## src/rtl/red_pitaya_trigger_timestamp_fifo_pkg.sv

```systemverilog
// Shared definitions for the trigger timestamp FIFO: register map, entry
// layout and small helpers used by the register front end.
package red_pitaya_trigger_timestamp_fifo_pkg;

    localparam int ADDR_W  = 16;
    localparam int DATA_W  = 32;

    // Entry layout: {timestamp[63:0], phase[13:0], dat[13:0]} = 92 bits
    localparam int TS_W      = 64;
    localparam int PHASE_W   = 14;
    localparam int DAT_W     = 14;
    localparam int ENTRY_W   = 92;
    localparam int DAT_LSB   = 0;
    localparam int PHASE_LSB = 14;
    localparam int TS_LSB    = 28;

    // Register offsets
    localparam logic [15:0] ADDR_CTRL   = 16'h0100;
    localparam logic [15:0] ADDR_STATUS = 16'h0104;
    localparam logic [15:0] ADDR_TS_LO  = 16'h0108;
    localparam logic [15:0] ADDR_TS_HI  = 16'h010C;
    localparam logic [15:0] ADDR_HEAD   = 16'h0110;
    localparam logic [15:0] ADDR_PARAM  = 16'h0120;

    // Control register bit positions
    localparam int CTRL_EN_BIT  = 0;
    localparam int CTRL_CLR_BIT = 1;

    typedef struct packed {
        logic [63:0] ts;
        logic [13:0] phase;
        logic [13:0] dat;
    } entry_t;

    typedef enum logic [2:0] {
        SEL_NONE   = 3'd0,
        SEL_CTRL   = 3'd1,
        SEL_STATUS = 3'd2,
        SEL_TS_LO  = 3'd3,
        SEL_TS_HI  = 3'd4,
        SEL_HEAD   = 3'd5,
        SEL_PARAM  = 3'd6
    } reg_sel_e;

    // Map a bus address onto the register it selects.
    function automatic reg_sel_e decode_addr(input logic [15:0] addr);
        case (addr)
            ADDR_CTRL:   return SEL_CTRL;
            ADDR_STATUS: return SEL_STATUS;
            ADDR_TS_LO:  return SEL_TS_LO;
            ADDR_TS_HI:  return SEL_TS_HI;
            ADDR_HEAD:   return SEL_HEAD;
            ADDR_PARAM:  return SEL_PARAM;
            default:     return SEL_NONE;
        endcase
    endfunction

    // Saturating increment for the overflow counter.
    function automatic logic [15:0] sat_inc16(input logic [15:0] v);
        if (v == 16'hFFFF) begin
            return v;
        end else begin
            return v + 16'd1;
        end
    endfunction

    // The status field is 8 bits wide; a full 256-deep FIFO reports 0xFF.
    function automatic logic [7:0] fill_byte(input logic [8:0] c);
        return c[8] ? 8'hFF : c[7:0];
    endfunction

    // Head data word as seen on the bus.
    function automatic logic [31:0] head_word(input logic [13:0] dat, input logic [13:0] phase);
        return {2'b00, dat, 2'b00, phase};
    endfunction

endpackage

```

## src/rtl/red_pitaya_trigger_timestamp_fifo_if.sv

```systemverilog
// Register bus between a bus master and the trigger timestamp FIFO.
interface red_pitaya_trigger_timestamp_fifo_if;
    import red_pitaya_trigger_timestamp_fifo_pkg::*;

    logic [ADDR_W-1:0] addr;
    logic              wen;
    logic              ren;
    logic [DATA_W-1:0] wdata;
    logic              ack;
    logic [DATA_W-1:0] rdata;

    modport master (output addr, output wen, output ren, output wdata,
                    input  ack,  input  rdata);
    modport slave  (input  addr, input  wen, input  ren, input  wdata,
                    output ack,  output rdata);
endinterface

```

## src/rtl/red_pitaya_trigger_timestamp_fifo_mem.sv

```systemverilog
// Simple dual-port entry storage: one write port, one registered read port.
// A read of the address being written in the same cycle returns the new
// data, so a freshly pushed entry can become the head without a bubble.
module trigger_fifo_mem
    import red_pitaya_trigger_timestamp_fifo_pkg::*;
#(
    parameter int AW = 4,
    parameter int W  = ENTRY_W
)
(
    input  logic          clk,
    input  logic          rst_n,
    input  logic          we,
    input  logic [AW-1:0] waddr,
    input  logic [W-1:0]  wdata,
    input  logic [AW-1:0] raddr,
    output logic [W-1:0]  rdata
);

    logic [W-1:0] mem_r [0:(32'd1 << AW)-1];
    logic [W-1:0] rdata_r;

    // Storage write; contents are not reset.
    always_ff @(posedge clk) begin
        if (we) begin
            mem_r[waddr] <= wdata;
        end
    end

    // Registered read with write-first forwarding on address collision.
    always_ff @(posedge clk or negedge rst_n) begin
        if (!rst_n) begin
            rdata_r <= {W{1'b0}};
        end else if (we && (waddr == raddr)) begin
            rdata_r <= wdata;
        end else begin
            rdata_r <= mem_r[raddr];
        end
    end

    assign rdata = rdata_r;

endmodule

```

## src/rtl/red_pitaya_trigger_timestamp_fifo.sv

```systemverilog
// Trigger timestamp FIFO: every enabled trigger pulse records the free-running
// 64-bit counter together with the phase and signal samples. Software drains
// the entries through a small register map; reading the head data word pops.
// DEPTH_LOG2 is legal from 2 to 8.
module red_pitaya_trigger_timestamp_fifo
    import red_pitaya_trigger_timestamp_fifo_pkg::*;
#(
    parameter int DEPTH_LOG2 = 4
)
(
    input  logic                                  clk_i,
    input  logic                                  rstn_i,
    input  logic                                  trig_i,
    input  logic [13:0]                           phase_i,
    input  logic [13:0]                           dat_i,
    red_pitaya_trigger_timestamp_fifo_if.slave    bus,
    output logic                                  nonempty_o
);

    localparam int PTR_W = DEPTH_LOG2;
    localparam int CNT_W = DEPTH_LOG2 + 1;
    localparam logic [CNT_W-1:0] DEPTH_CNT = CNT_W'(32'd1 << DEPTH_LOG2);

    logic [63:0]        counter_r;
    logic               enable_r;
    logic [PTR_W-1:0]   wr_ptr_r;
    logic [PTR_W-1:0]   rd_ptr_r;
    logic [CNT_W-1:0]   count_r;
    logic [15:0]        overflow_r;
    logic               ack_r;
    logic [31:0]        rdata_r;
    logic               nonempty_r;

    logic [PTR_W-1:0]   wr_ptr_s;
    logic [PTR_W-1:0]   rd_ptr_s;
    logic [CNT_W-1:0]   count_s;
    logic [15:0]        overflow_s;
    logic [31:0]        rdata_s;

    reg_sel_e           sel_s;
    logic               ctrl_wr_s;
    logic               srst_s;
    logic               empty_s;
    logic               full_s;
    logic               push_req_s;
    logic               pop_s;
    logic               push_ok_s;
    logic               mem_we_s;
    entry_t             push_entry_s;
    logic [ENTRY_W-1:0] mem_rdata_s;
    logic [63:0]        head_ts_s;
    logic [13:0]        head_phase_s;
    logic [13:0]        head_dat_s;
    logic               unused_wdata_s;

    assign unused_wdata_s = ^bus.wdata[31:2];

    // Decode the bus access and derive push/pop/clear for this cycle.
    // The ctrl clear bit acts as a synchronous soft reset of the FIFO.
    always_comb begin
        sel_s      = decode_addr(bus.addr);
        ctrl_wr_s  = bus.wen && (sel_s == SEL_CTRL);
        srst_s     = ctrl_wr_s && bus.wdata[CTRL_CLR_BIT];
        empty_s    = (count_r == {CNT_W{1'b0}});
        full_s     = (count_r == DEPTH_CNT);
        push_req_s = trig_i && enable_r;
        pop_s      = bus.ren && (sel_s == SEL_HEAD) && !empty_s;
        // A same-cycle pop frees a slot, so a push into a full FIFO still lands.
        push_ok_s  = push_req_s && (!full_s || pop_s);
        mem_we_s   = push_ok_s && !srst_s;
        push_entry_s.ts    = counter_r;
        push_entry_s.phase = phase_i;
        push_entry_s.dat   = dat_i;
    end

    // Next pointer, fill and overflow state; clear wins over push and pop.
    always_comb begin
        wr_ptr_s   = wr_ptr_r;
        rd_ptr_s   = rd_ptr_r;
        count_s    = count_r;
        overflow_s = overflow_r;
        if (srst_s) begin
            wr_ptr_s   = {PTR_W{1'b0}};
            rd_ptr_s   = {PTR_W{1'b0}};
            count_s    = {CNT_W{1'b0}};
            overflow_s = 16'd0;
        end else begin
            wr_ptr_s = wr_ptr_r + PTR_W'(push_ok_s);
            rd_ptr_s = rd_ptr_r + PTR_W'(pop_s);
            count_s  = count_r + CNT_W'(push_ok_s) - CNT_W'(pop_s);
            if (push_req_s && !push_ok_s) begin
                overflow_s = sat_inc16(overflow_r);
            end else begin
                overflow_s = overflow_r;
            end
        end
    end

    // The memory reads at the next read pointer so the head is ready a
    // cycle after any push or pop.
    trigger_fifo_mem #(
        .AW (PTR_W),
        .W  (ENTRY_W)
    ) u_mem (
        .clk   (clk_i),
        .rst_n (rstn_i),
        .we    (mem_we_s),
        .waddr (wr_ptr_r),
        .wdata (push_entry_s),
        .raddr (rd_ptr_s),
        .rdata (mem_rdata_s)
    );

    // Split the head entry into its fields.
    always_comb begin
        head_ts_s    = mem_rdata_s[TS_LSB +: TS_W];
        head_phase_s = mem_rdata_s[PHASE_LSB +: PHASE_W];
        head_dat_s   = mem_rdata_s[DAT_LSB +: DAT_W];
    end

    // Register read multiplexer; head registers read 0 when empty.
    always_comb begin
        rdata_s = 32'd0;
        case (sel_s)
            SEL_CTRL:   rdata_s = {31'd0, enable_r};
            SEL_STATUS: rdata_s = {overflow_r, fill_byte(9'(count_r)), 6'd0, full_s, empty_s};
            SEL_TS_LO:  rdata_s = empty_s ? 32'd0 : head_ts_s[31:0];
            SEL_TS_HI:  rdata_s = empty_s ? 32'd0 : head_ts_s[63:32];
            SEL_HEAD:   rdata_s = empty_s ? 32'd0 : head_word(head_dat_s, head_phase_s);
            SEL_PARAM:  rdata_s = 32'(DEPTH_LOG2);
            default:    rdata_s = 32'd0;
        endcase
    end

    // Free-running timestamp counter.
    always_ff @(posedge clk_i or negedge rstn_i) begin
        if (!rstn_i) begin
            counter_r <= 64'd0;
        end else begin
            counter_r <= counter_r + 64'd1;
        end
    end

    // Enable bit and FIFO bookkeeping state.
    always_ff @(posedge clk_i or negedge rstn_i) begin
        if (!rstn_i) begin
            enable_r   <= 1'b0;
            wr_ptr_r   <= {PTR_W{1'b0}};
            rd_ptr_r   <= {PTR_W{1'b0}};
            count_r    <= {CNT_W{1'b0}};
            overflow_r <= 16'd0;
        end else begin
            if (ctrl_wr_s) begin
                enable_r <= bus.wdata[CTRL_EN_BIT];
            end
            wr_ptr_r   <= wr_ptr_s;
            rd_ptr_r   <= rd_ptr_s;
            count_r    <= count_s;
            overflow_r <= overflow_s;
        end
    end

    // Bus acknowledge and read data, one cycle after each access.
    always_ff @(posedge clk_i or negedge rstn_i) begin
        if (!rstn_i) begin
            ack_r   <= 1'b0;
            rdata_r <= 32'd0;
        end else begin
            ack_r <= bus.wen || bus.ren;
            if (bus.wen || bus.ren) begin
                rdata_r <= bus.ren ? rdata_s : 32'd0;
            end
        end
    end

    // Registered non-empty flag, aligned with the status register.
    always_ff @(posedge clk_i or negedge rstn_i) begin
        if (!rstn_i) begin
            nonempty_r <= 1'b0;
        end else begin
            nonempty_r <= (count_s != {CNT_W{1'b0}});
        end
    end

    assign bus.ack    = ack_r;
    assign bus.rdata  = rdata_r;
    assign nonempty_o = nonempty_r;

endmodule

```

## src/flat_wrapper.sv

```systemverilog
// flat-port wrapper written by rule: the top's interface ports become plain ports
module red_pitaya_trigger_timestamp_fifo_flat import red_pitaya_trigger_timestamp_fifo_pkg::*;
#(
    parameter int DEPTH_LOG2 = 4
)
  (clk_i, rstn_i, trig_i, phase_i, dat_i, nonempty_o, bus_addr, bus_wen, bus_ren, bus_wdata, bus_ack, bus_rdata);
  red_pitaya_trigger_timestamp_fifo_if bus_i ();
  input  logic clk_i;
  input  logic rstn_i;
  input  logic trig_i;
  input  logic [13:0] phase_i;
  input  logic [13:0] dat_i;
  output logic nonempty_o;
  input wire logic [$bits(bus_i.addr)-1:0] bus_addr;
  input wire logic [$bits(bus_i.wen)-1:0] bus_wen;
  input wire logic [$bits(bus_i.ren)-1:0] bus_ren;
  input wire logic [$bits(bus_i.wdata)-1:0] bus_wdata;
  output wire logic [$bits(bus_i.ack)-1:0] bus_ack;
  output wire logic [$bits(bus_i.rdata)-1:0] bus_rdata;
  assign bus_i.addr = bus_addr;
  assign bus_i.wen = bus_wen;
  assign bus_i.ren = bus_ren;
  assign bus_i.wdata = bus_wdata;
  assign bus_ack = bus_i.ack;
  assign bus_rdata = bus_i.rdata;
  red_pitaya_trigger_timestamp_fifo #(.DEPTH_LOG2(DEPTH_LOG2)) u_core (.clk_i(clk_i), .rstn_i(rstn_i), .trig_i(trig_i), .phase_i(phase_i), .dat_i(dat_i), .bus(bus_i), .nonempty_o(nonempty_o));
endmodule
```

## config.mk

```make
export PLATFORM = sky130hd
export DESIGN_NAME = red_pitaya_trigger_timestamp_fifo_flat
export DESIGN_NICKNAME = d
export VERILOG_FILES = /design/src/rtl/red_pitaya_trigger_timestamp_fifo_pkg.sv /design/src/rtl/red_pitaya_trigger_timestamp_fifo_if.sv /design/src/rtl/red_pitaya_trigger_timestamp_fifo_mem.sv /design/src/rtl/red_pitaya_trigger_timestamp_fifo.sv /design/src/flat_wrapper.sv
export SDC_FILE = /design/constraint.sdc
export NUM_CORES = 2
export LEC_CHECK = 0
export BUFFER_PORTS_ARGS = -buffer_cell sky130_fd_sc_hd__buf_4
export CAP_MARGIN = 20
export CELL_PAD_IN_SITES_DETAIL_PLACEMENT = 0
export CELL_PAD_IN_SITES_GLOBAL_PLACEMENT = 2
export CORE_UTILIZATION = 40
export DETAILED_ROUTE_END_ITERATION = 16
export GPL_TIMING_DRIVEN = 0
export PLACE_DENSITY = 0.7
export SYNTH_ARGS = -nofsm -noshare
export SYNTH_HDL_FRONTEND = slang
export SYNTH_SLANG_ARGS = --single-unit
```

## constraint.sdc

```tcl
create_clock -name clk_i -period 10.64 [get_ports clk_i]
set_input_delay 0.532 -clock clk_i [delete_from_list [all_inputs] [get_ports clk_i]]
set_output_delay 0.532 -clock clk_i [all_outputs]
set_load 0.1 [all_outputs]
```

[Yosys cells after proc, flatten, opt, wreduce, memory -nomap -nowiden]
Memory sizes are Yosys's and may differ from the RTL's. A register that Yosys moved wholly into a read port is not among the register bits.
Index checks and enable logic that the tools add are counted.
Word-level totals
  bits in registers: 128
  RAM bits: 1472
  memories: 1
Memories
  u_core.u_mem.mem_r: words 16, width 92, rd ports 1, clocked after memory_dff 1, wr ports 1, RTL line red_pitaya_trigger_timestamp_fifo_mem.sv:20  | logic [W-1:0] mem_r [0:(32'd1 << AW)-1];
Operators by class
  add/subtract/negate cells: 6
  equal/unequal tests: 15
  muxes and demuxes: 14
  reductions and logical operators: 19
Operators with widths (number)
  $pmux 32 s6: 1
  $eq 16x9->1 const B: 6
  $mux 32: 3
  $add 64x1->64 const B: 1
  $mux 16: 3
  $mux 30: 1
  $pmux 3 s6: 1
  $add 16x1->16 const B: 1
  $eq 16x16->1 const B: 1
  $eq 3x3->1 const B: 3
  $add 4x1->4: 2
  $logic_and 1x1->1: 8
  $mux 4: 2
  $eq 3x2->1 const B: 2
  $add 5x1->5: 1
  $eq 5x5->1 const B: 1
  $logic_not 1->1: 5
  $logic_not 5->1: 1
  $mux 5: 1
  $reduce_bool 5->1: 1
  $sub 5x1->5: 1
  $eq 3x1->1 const B: 1
  $logic_or 1x1->1: 2
  $mux 1: 2
  3 further kinds: 3

[Longest topological paths before layout]
  depth after elaboration: 11
  mapped depth: 18

[Cells and area by module]
Synthesis repeated with hierarchy kept, for this count alone.
Second synthesis, totals
  cell total of the unflattened synthesis: 3141
  area total of the unflattened synthesis: 65150.0 µm²
By module, submodules not included
  trigger_fifo_mem: instances 1, cells each 2465, area an instance 58499.9 µm², sequential area each 46504.6 µm²
  red_pitaya_trigger_timestamp_fifo: instances 1, cells each 676, area an instance 6650.1 µm², sequential area each 3203.1 µm²

[Worst setup path before layout]
No wires, ideal clock.
  kind: input port to flip-flop
  start point: input port bus_addr[6]
  end point: memory u_core.u_mem.mem_r[12][0] (netlist name), enable pin
  setup time: 0.655 ns
  arrival: 8.219 ns
  data required time: 9.985 ns
  setup slack: 1.767 ns
  stages: 6
  cell sequence: or4b_4 -> nor4_4 -> a21oi_2 -> nor2_1 -> nand4_1 -> nor3_1
Between the ends
  longest elaborated chain between the ends: 10
  elaborated cells between the ends (all ways): 19
  those cells by class: 8 x eq/ne; 3 x mux; 8 x reduce/logical
RTL lines
  start, declared: RTL line flat_wrapper.sv:14  | input wire logic [$bits(bus_i.addr)-1:0] bus_addr;
  $eq 16x9->1: RTL line red_pitaya_trigger_timestamp_fifo_pkg.sv:47  | case (addr)
  $pmux 3 s6 (*): RTL line red_pitaya_trigger_timestamp_fifo_pkg.sv:47
  $eq 3x3->1: RTL line red_pitaya_trigger_timestamp_fifo.sv:67  | pop_s = bus.ren && (sel_s == SEL_HEAD) && !empty_s;
  $logic_and 1x1->1 (2 in series): RTL line red_pitaya_trigger_timestamp_fifo.sv:67
  $logic_or 1x1->1: RTL line red_pitaya_trigger_timestamp_fifo.sv:69  | push_ok_s = push_req_s && (!full_s || pop_s);
  $logic_and 1x1->1: RTL line red_pitaya_trigger_timestamp_fifo.sv:69
  $logic_and 1x1->1 (*): RTL line red_pitaya_trigger_timestamp_fifo.sv:70  | mem_we_s = push_ok_s && !srst_s;
  $mux 1 (*): RTL line red_pitaya_trigger_timestamp_fifo_mem.sv:25  | if (we) begin
  $mux 1 (implied by the code) (*): RTL line red_pitaya_trigger_timestamp_fifo_mem.sv:26  | mem_r[waddr] <= wdata;
  end, declared: RTL line red_pitaya_trigger_timestamp_fifo_mem.sv:20
Every way passes the cells marked *; elsewhere a longest branch is shown, timed or not.

[Final worst setup path]
  start point: input port bus_addr[6]
  end point: register u_core.u_mem.rdata_r[88], in the netlist u_core.u_mem.rdata[88], read port of u_core.u_mem.mem_r
Between the ends
  longest elaborated chain between the ends: 7
  elaborated cells between the ends (all ways): 15
  those cells by class: 1 x add/sub; 8 x eq/ne; 2 x mux; 4 x reduce/logical
RTL lines
  $eq 16x9->1: RTL line red_pitaya_trigger_timestamp_fifo_pkg.sv:47
  $pmux 3 s6 (*): RTL line red_pitaya_trigger_timestamp_fifo_pkg.sv:47
  $eq 3x3->1: RTL line red_pitaya_trigger_timestamp_fifo.sv:67
  $logic_and 1x1->1 (2 in series): RTL line red_pitaya_trigger_timestamp_fifo.sv:67
  $add 4x1->4: RTL line red_pitaya_trigger_timestamp_fifo.sv:89  | rd_ptr_s = rd_ptr_r + PTR_W'(pop_s);
  $mux 4 (*): RTL line red_pitaya_trigger_timestamp_fifo.sv:82  | if (srst_s) begin
  end, declared: RTL line red_pitaya_trigger_timestamp_fifo_mem.sv:21  | logic [W-1:0] rdata_r;
Marks and branches as above.
A chain may end at the register's enable or synchronous reset.

==> reports/qor.yml <==
grt:
  grt-ovfl-total: 0
  grt_pass1_vias: 34600
  grt_first_pass_wirelength_um: 253000
  track_usage: 0.211
  antenna_found_initial: 10
  grt_start_max_net_pins: 107
routing:
  vias_per_cell: 5.52
  wl_per_cell_um: 28.5
  antenna_left: 0
  first_pass_iters: 7
  routed_wl_um: 175000
  drcViolationCount: 0
  drt_iter0_markers: 3457
  num_vias: 33900
clocking:
  cts_tree: "built"
  clk_path_buf_depth: 3
  clkTransAtPathRegs_ns: 0.06
  htreeDepth: 4
  cts.sinks: 1692
  cts-resized-gates: 0
  clk_latency_ns: 0.83
  clock_tree.root_cell: "clkbuf_16"
  postCtsSetupRepairBufs: 0
  cts_buffers: 172
setup_path:
  r2r_cells: 17
  slowest_delay_ns: 0.83
  timing.rr.start: "u_core.count_r[3]"
  r2r_setup_slack_ns: 4.56
  crit_top_cell: "clkbuf_1"
  startpoint_type: "input port"
  crit_arrival_ns: 7.38
  endpoint: "u_core.u_mem.rdata[88]"
  end_kind: "flip-flop"
  reg2reg_to: "u_core.u_mem.rdata[88]"
  setup.worst_path.start: "bus_addr[6]"
  path_class: "input port to flip-flop"
  cp_max_fo: 11
  crit_chain: "buf_4, nor4b_1, nand3_1, nor2_1, clkbuf_1, nand3_1, inv_1, ha_1, clkbuf_2, buf_2, clkbuf_1, buf_2, clkbuf_1, mux2i_1, a21oi_1, o21ai_0, a32oi_1, mux2_4"
  cpMaxStageDelayCell: "nor2_1"
  required_ns: 11.34
cells_and_area:
  layout.nets: 3909
  drive_above_1_share: 0.246
  areaGrowthSynthToFinish_pct: 17.0
timing:
  finalSetupViolCount: 0
  fin_crit_sh: 0.628
  rsz0062_at_grt: "no"
  slew_viol_final: 0
  clock_skew_ns: 0.0444
  hold_viol_final: 0
  fmax_ghz: 0.150
  finalCriticalPeriod_ns: 6.68
  fin_setup_tns_ns: 0
  slew_headroom: 0.296
  worst_pin_slew_ns: 1.06
run:
  cap_viol_max_count: 0
die:
  core_mm2: 0.163
  start_util: 0.405
  ioPinCount: 115
  rows: 148
  die_area_mm2: 0.167
  dieWidth_um: 409
  die_h_um: 409
synthesis:
  synth_area_mm2: 0.0661
  ys_async_sr_fraction: 0.130
  synth_warnings: 0
  avgSynthCellArea_um2: 19.4
  yosys.area.top_type_share: 0.669
  synthCells: 3413
  syn_nets: 3506
  ys_ff_latch: 1692
  yosysSeqAreaShare: 0.752
  synth-edff-count: 1472
  netlist_top_cells_area: "edfxtp_1 (67%), mux4_2 (9.4%), dfrtp_1 (8.3%)"
  synth_flop_cell: "edfxtp_1"
  synth.distinct_cells: 57
  synth_top_area_cell: "edfxtp_1"
power_and_ir_drop:
  power.leakage_nw: 27.2
  vdd_drop_max_mv: 0.162
  power_density_mw_per_mm2: 170
  p_total_mw: 13.2
placed_design:
  dpl.hpwl_um: 117000
  place_congestion: 0.793
  io_buffer_count: 83
status:
  outcome: "finished clean"
hold_path:
  hp-class: "input port to flip-flop"
-- state kept, by name, indices dropped and copies added (netlist names) --
signal              flops
u_core.bus.rdata       32
u_core.overflow_r      16
u_core.u_mem.mem_r   1472
u_core.nonempty_o       1
u_core.count_r          5
u_core.counter_r       64
u_core.enable_r         1
u_core.u_mem.rdata     92
u_core.bus.ack          1
u_core.rd_ptr_r         4
u_core.wr_ptr_r         4
-- cells in the mapped netlist (all sizes together), types with 62 or more instances --
cell type,number
nand2,151
clkbuf,127
mux2i,185
mux4,275
xnor2,71
buf,66
dfrtp,220
nor2,62
mux2,178
a21oi,106
edfxtp,1472
a32oi,90
o21ai,126
-- cell usage in the layout, fill, tap and decap left out, drive strengths merged, types with 3 or more instances in the layout --
master	instances
mux2i	185
or3	3
mux4	275
a22o	6
nand2b	6
nor4	13
a22oi	26
o211ai	4
and4	9
nand3	44
o21bai	3
mux2	178
and2	14
a21oi	106
xnor2	71
nor2	62
a222oi	18
a32oi	90
nand4	27
edfxtp	1472
or4	4
o21ai	126
or2	5
bufinv	6
dfrtp	220
a31o	4
ha	11
diode	3
nor3	18
dlygate4sd3	25
nor3b	3
buf	270
inv	24
and3	10
nand2	151
clkinv	54
clkbuf	378
xor2	19
a21o	3
-- cell families after synthesis --
group,synth area share
adders and majority gates,0.00238
and+or+nand+nor,0.0276
DFF,0.752
xor gates and xnor gates,0.0119
muxes,0.154
AOI/OAI and AO/OA,0.0388
buffers and inverters,0.0136
-- layer usage --
layer,track usage,up-vias,part of all wire
li1,-,14700,-
met1,0.304,18000,0.45
met2,0.328,993,0.47
met3,0.0428,183,0.063
met4,0.0483,2,0.018
met5,0,-,0.000074
-- power by group --
part	leakage (nW)	internal [mW]	switching (mW)	total, mW
sequential	17.6	7.15	0.00640	7.16
combinational	6.90	0.0375	0.0725	0.110
clock	2.71	3.36	2.56	5.92
total	27.2	10.5	2.64	13.2
-- critical path, delay by kind of cell --
kind,cells,cell delay (ns)
adders and majority gates,1,0.14
muxes,2,0.58
buffers and inverters,8,3.91
and+or+nand+nor,4,1.81
AOI/OAI and AO/OA,3,0.32
-- worst min-delay path by stage --
| stage | startpoint | endpoint | slack (ns) | depth (start not counted) |
|---|---|---|---|---|
| 2_1_floorplan | rstn_i | u_core.bus.ack | 0.24 | 0 |
| 3_3_place_gp | u_core.u_mem.rdata[51] | u_core.bus.rdata[23] | 0.53 | 2 |
| 3_5_place_dp | rstn_i | u_core.counter_r[55] | 0.40 | 1 |
| 4_1_cts | phase_i[10] | u_core.u_mem.mem_r[2][24] | 0.004 | 1 |
| 5_1_grt | dat_i[5] | u_core.u_mem.mem_r[8][5] | 0.03 | 1 |
| 6_report | dat_i[5] | u_core.u_mem.mem_r[8][5] | 0.05 | 1 |
-- per-stage QoR --
step / setup slack (ns) / hold slack (ns) / cells / utilization / cell area [um2]
2_1_floorplan: 1.77 / 0.236 / 3413 / - / 66100
3_3_place_gp: -7.05 / 0.525 / 5671 / 0.425 / 69500
3_5_place_dp: 3.09 / 0.403 / 5788 / 0.438 / 71500
4_1_cts: 3.97 / 0.00394 / 6131 / 0.473 / 77300
5_1_grt: 3.62 / 0.0266 / 6136 / 0.474 / 77400
6_report: 3.96 / 0.0486 / 6138 / 0.474 / 77400
-- repair_timing --
item,4_1_cts,5_1_grt
hold buffers,25,0
endpoints found under the setup margin,0,0
hold endpoints to repair,444,0
-- cell type report --
class / count / area [um2]
Timing Repair Buffer: 229 / 2820
Fill cell: 13700 / 86000
Antenna cell: 3 / 7.51
Tap cell: 2175 / 2720
Clock inverter: 67 / 668
Buffer: 193 / 840
Sequential cell: 1692 / 49700
Inverter: 17 / 63.8
Multi-Input combinational cell: 1511 / 15600
Clock buffer: 251 / 4890
Note: power is estimated with default switching activity, not from simulation.
